===== src/rtl/out_capture.sv =====
// Change-triggered trace buffer for the processor out bus; timestamps built only with OUT_CAPTURE_TS_EN.
// Latency: an event sampled at edge N is visible at the FWFT head after edge N.
// Backpressure: the head holds while rd_ready=0; events arriving while full are dropped and flag overflow.
module out_capture #(
  parameter int BIT_WIDTH = 4,
  parameter int DEPTH     = 8,
  parameter int TS_WIDTH  = 12
) (
  input  logic                       clk,
  input  logic                       rst,
  input  logic [BIT_WIDTH-1:0]       sample,
  input  logic                       sample_en,
  input  logic                       clr_ovf,
  output logic [BIT_WIDTH-1:0]       rd_data,
  output logic [TS_WIDTH-1:0]        rd_ts,
  output logic                       rd_valid,
  input  logic                       rd_ready,
  output logic [$clog2(DEPTH+1)-1:0] count,
  output logic                       overflow
);

  localparam int AW = $clog2(DEPTH);
  localparam int CW = $clog2(DEPTH+1);

  typedef struct packed {
    logic [BIT_WIDTH-1:0] dat;
`ifdef OUT_CAPTURE_TS_EN
    logic [TS_WIDTH-1:0]  ts;
`endif
  } entry_t;

  entry_t               mem [DEPTH];
  entry_t               wr_entry;
  logic [AW-1:0]        wr_ptr;
  logic [AW-1:0]        rd_ptr;
  logic [CW-1:0]        count_q;
  logic [BIT_WIDTH-1:0] prev;
  logic                 prev_vld;
  logic                 ovf_q;

  logic evt;
  logic full;
  logic pop;
  logic push;
  logic drop;

  // A first enabled sample after reset always counts as a change.
  assign evt  = sample_en && (!prev_vld || (sample != prev));
  assign full = (count_q == CW'(DEPTH));
  // rd_valid comes straight from registered count, so rd_ready never reaches it combinationally.
  assign rd_valid = (count_q != '0);
  assign pop  = rd_valid && rd_ready;
  assign push = evt && (!full || pop);
  assign drop = evt && full && !pop;

`ifdef OUT_CAPTURE_TS_EN
  logic [TS_WIDTH-1:0] ts;

  always_ff @(posedge clk) begin
    if (!rst) ts <= '0;
    else      ts <= ts + TS_WIDTH'(1);
  end

  assign wr_entry = '{dat: sample, ts: ts};
  assign rd_ts    = rd_valid ? mem[rd_ptr].ts : '0;
`else
  assign wr_entry = '{dat: sample};
  assign rd_ts    = '0;
`endif

  assign rd_data  = rd_valid ? mem[rd_ptr].dat : '0;
  assign count    = count_q;
  assign overflow = ovf_q;

  // Storage is deliberately left out of reset.
  always_ff @(posedge clk) begin
    if (push) mem[wr_ptr] <= wr_entry;
  end

  always_ff @(posedge clk) begin
    if (!rst) begin
      wr_ptr   <= '0;
      rd_ptr   <= '0;
      count_q  <= '0;
      prev     <= '0;
      prev_vld <= 1'b0;
      ovf_q    <= 1'b0;
    end else begin
      if (push) wr_ptr <= wr_ptr + AW'(1);
      if (pop)  rd_ptr <= rd_ptr + AW'(1);
      case ({push, pop})
        2'b10:   count_q <= count_q + CW'(1);
        2'b01:   count_q <= count_q - CW'(1);
        default: count_q <= count_q;
      endcase
      // The detector tracks the bus even when the entry itself is dropped.
      if (evt) begin
        prev     <= sample;
        prev_vld <= 1'b1;
      end
      if (drop)         ovf_q <= 1'b1;
      else if (clr_ovf) ovf_q <= 1'b0;
    end
  end

endmodule


===== config.mk =====
export PLATFORM = sky130hd
export DESIGN_NAME = out_capture
export DESIGN_NICKNAME = d
export VERILOG_FILES = /design/src/rtl/out_capture.sv
export SDC_FILE = /design/constraint.sdc
export NUM_CORES = 1
export LEC_CHECK = 0
export CORE_ASPECT_RATIO = 1.25
export CORE_UTILIZATION = 35
export CTS_CLUSTER_DIAMETER = 40
export DETAILED_ROUTE_END_ITERATION = 10
export GPL_ROUTABILITY_DRIVEN = 0
export PLACE_DENSITY_LB_ADDON = 0.1
export SETUP_SLACK_MARGIN = 0.4
export SKIP_CTS_REPAIR_TIMING = 1
export SLEW_MARGIN = 20
export SYNTH_ARGS = -nofsm -noshare
export SYNTH_HDL_FRONTEND = slang
export SYNTH_SLANG_ARGS = --single-unit
export TNS_END_PERCENT = 20

===== constraint.sdc =====
create_clock -name clk -period 3.1 [get_ports clk]
set_clock_uncertainty 0.15 [all_clocks]
set_input_delay 0.62 -clock clk [delete_from_list [all_inputs] [get_ports clk]]
set_output_delay 0.62 -clock clk [all_outputs]
set_load 0.05 [all_outputs]

==> flow_summary.yaml <==
timing:
  fin_crit_sh: 0.890
  max_freq_ghz: 0.362
  finalSetupViolCount: 0
  finalMaxSlewViolations: 0
  period_minus_slack_ps: 2760
  worstMarginPinSlew_ps: 664
  hold_viol_final: 0
  slew_headroom: 0.556
  grt_setup_unrepaired: "true"
logic_synthesis:
  ys_seq_area_frac: 0.573
  syn_inst: 172
  synth_common_cells: "edfxtp_1 (32), dfxtp_1 (19), mux2i_1 (13), nand2_1 (13), buf_4 (12)"
  ys_warn_count: 0
  async_flop_share: 0
  post-synth-top-area-cell: "edfxtp_1"
  synth_top_cell_area_share: 0.410
  netlist_area_um2: 2340
  synth_edf_count: 32
  ys.flop_type: "edfxtp_1"
  yosysMostFrequentCell: "edfxtp_1"
  syn-mean-instance-area_um2: 13.6
  yosys-top-cells-area: "edfxtp_1 (41%), dfxtp_1 (16%), mux4_2 (7.7%)"
  ys_types: 42
  ys_seq_elements: 51
detailed_routing:
  ant_nets: 0
  top_layer_used: "met4"
  vias: 1332
  wl_met2_um: 2240
  met1_length_um: 1870
  dr.pass1.iters: 4
  drt_iter0_drc: 62
  wl_per_cell_um: 14.8
  wl_met3_um: 153
  wirelength_um: 4330
  drt_drc_violations_left: 0
  via_per_inst: 4.56
worst_setup_path:
  crit_top_cell: "nand2_1"
  cpPeakStageDelay_ps: 550
  worstPathCellList: "clkdlybuf4s50_1 -> xnor2_1 -> nand3_2 -> o21ai_4 -> nand2_1 -> inv_1 -> ha_1 -> a21o_2 -> a21o_1 -> nand2_1 -> a2bb2oi_2 -> mux2i_1"
  arrival_ps: 2840
  start_kind: "input pin"
  end_kind: "register"
  cp_data_required_time_ps: 3180
  slowest_stage: "clkdlybuf4s50_1"
  criticalPathCategory: "in2reg"
  cp_max_fo: 3
  ff2ff_setup_slack_ps: 630
global_routing:
  grt_pass1_vias: 1325
  grt_pass1_wl_um: 6860
  grt_max_degree: 22
  grt_use_total: 0.136
  antenna_found_initial: 0
  grt_remaining_overflow: 0
die:
  die_w_um: 75.2
  die_area_um2: 7020
  core_um2: 6330
  start_util: 0.370
  fp-row-count: 32
  io_pins: 31
  die_h_um: 93.4
outcome:
  status: "complete, no violations"
clocking:
  ctsLongestPathBuffers: 2
  cts_buffers: 5
  clock-sinks: 51
  cts-htree-levels: 2
  clk_latency_ps: 290
  cts.clk_slew.worst_paths_ps: 90
  cts-root-buf: "clkbuf_8"
  cts_tree: "done"
final_layout:
  fillerInstances: 610
  diodes: 0
  design_area_um2: 2810
  fin_nets: 220
  area.growth.synth_to_final_pct: 19.8
  layout-drive-gt1-share: 0.213
placed_design:
  dpl_cell_area_um2: 2680
  hpwlAfterDp_um: 3280
  numPortBuffers: 18
run:
  max-cap-violations: 0
pwr:
  combPwrFrac: 0.445
  switchingPower_uw: 920
  p_seq_frac: 0.367
  cellInternalPower_uw: 1460
  total_power_uw: 2380
  clkPwrFrac: 0.188
  peakVddDrop_uv: 676
  switching_share: 0.386
  leakagePower_uw: 0.00108
  pwr_density_cell_nw_per_um2: 850
worst_hold_path:
  min_path_type: "reg2reg"
## routing by layer
metal | vias to the layer above | global-route usage
li1 | 657 | -
met1 | 642 | 0.170
met2 | 28 | 0.231
met3 | 5 | 0.0291
met4 | 0 | 0.0417
met5 | - | 0
## placed cells by master (no fill, tap or decap), types with 6 or more instances in the layout
cell type        netlist  layout
mux2i_1               13      13
xnor2_1                8       8
dfxtp_1               19      19
nand2_1               13      13
nor2_1                 6       6
mux4_2                 8       8
buf_4                 12      17
inv_1                  7       7
conb_1                 1      12
clkdlybuf4s50_1        0      13
edfxtp_1              32      32
## path summary, 6_finish.rpt
path                                start       end  cells past startpoint
worst max-delay path            sample[0]  count[3]                     12
worst min-delay path             prev_vld  prev_vld                      1
worst max register to register   count[0]  count[3]                     10
worst min register to register   prev_vld  prev_vld                      1
## critical path: cells and delay by family
kind,cells,cell delay [ps]
AND/OR/NAND/NOR,3,310
buffers and inverters,2,630
AO/OA/AOI/OAI,4,710
XOR/XNOR,1,160
multiplexers,1,180
adder cells (fa/ha/maj),1,220
## area by class of cell
class	count	area, µm²	area share
inverter	8	30.0	0.0107
multi-input combinational	105	897	0.320
clock buffer	6	72.6	0.0259
timing repair buffer	35	320	0.114
tap	85	106	0.0379
sequential	51	1340	0.478
clock inverter	2	37.5	0.0134
## power by group through the flow
stage	clock network, µW	logic (µW)	registers [µW]
5_1_grt	491	1140	887
2_1_floorplan	0	716	943
3_5_place_dp	0	1080	891
4_1_cts	462	1080	876
6_report	447	1060	876
3_3_place_gp	0	1060	888
## kinds of logic (layout without fill, tap and decap cells)
logic type,count (synthesis),count (layout),share of synthesized area
XOR/XNOR,8,8,0.0299
flip-flops,51,51,0.573
AO/OA/AOI/OAI,12,12,0.0470
buffers and inverters,27,51,0.0636
multiplexers,22,22,0.142
AND/OR/NAND/NOR,46,46,0.113
other,1,12,0.00160
adder cells (fa/ha/maj),5,5,0.0299
## state kept, by name, indices dropped and copies added, names as in the netlist, named ones only
signal    count
mem          32
count         4
prev          4
rd_ptr        3
wr_ptr        3
overflow      1
prev_vld      1
## per-stage QoR
stage / cells / util / setup slack (ps) / hold WS [ps] / TNS, ps
2_1_floorplan: 183 / - / 534 / 290 / 0
3_3_place_gp: 284 / 0.423 / 24.1 / 302 / 0
3_5_place_dp: 284 / 0.423 / -29.1 / 322 / -29.1
4_1_cts: 292 / 0.441 / 1.58 / 345 / 0
5_1_grt: 292 / 0.443 / 213 / 367 / 0
6_report: 292 / 0.443 / 340 / 341 / 0
No activity file was read; power rests on OpenSTA's default activity.
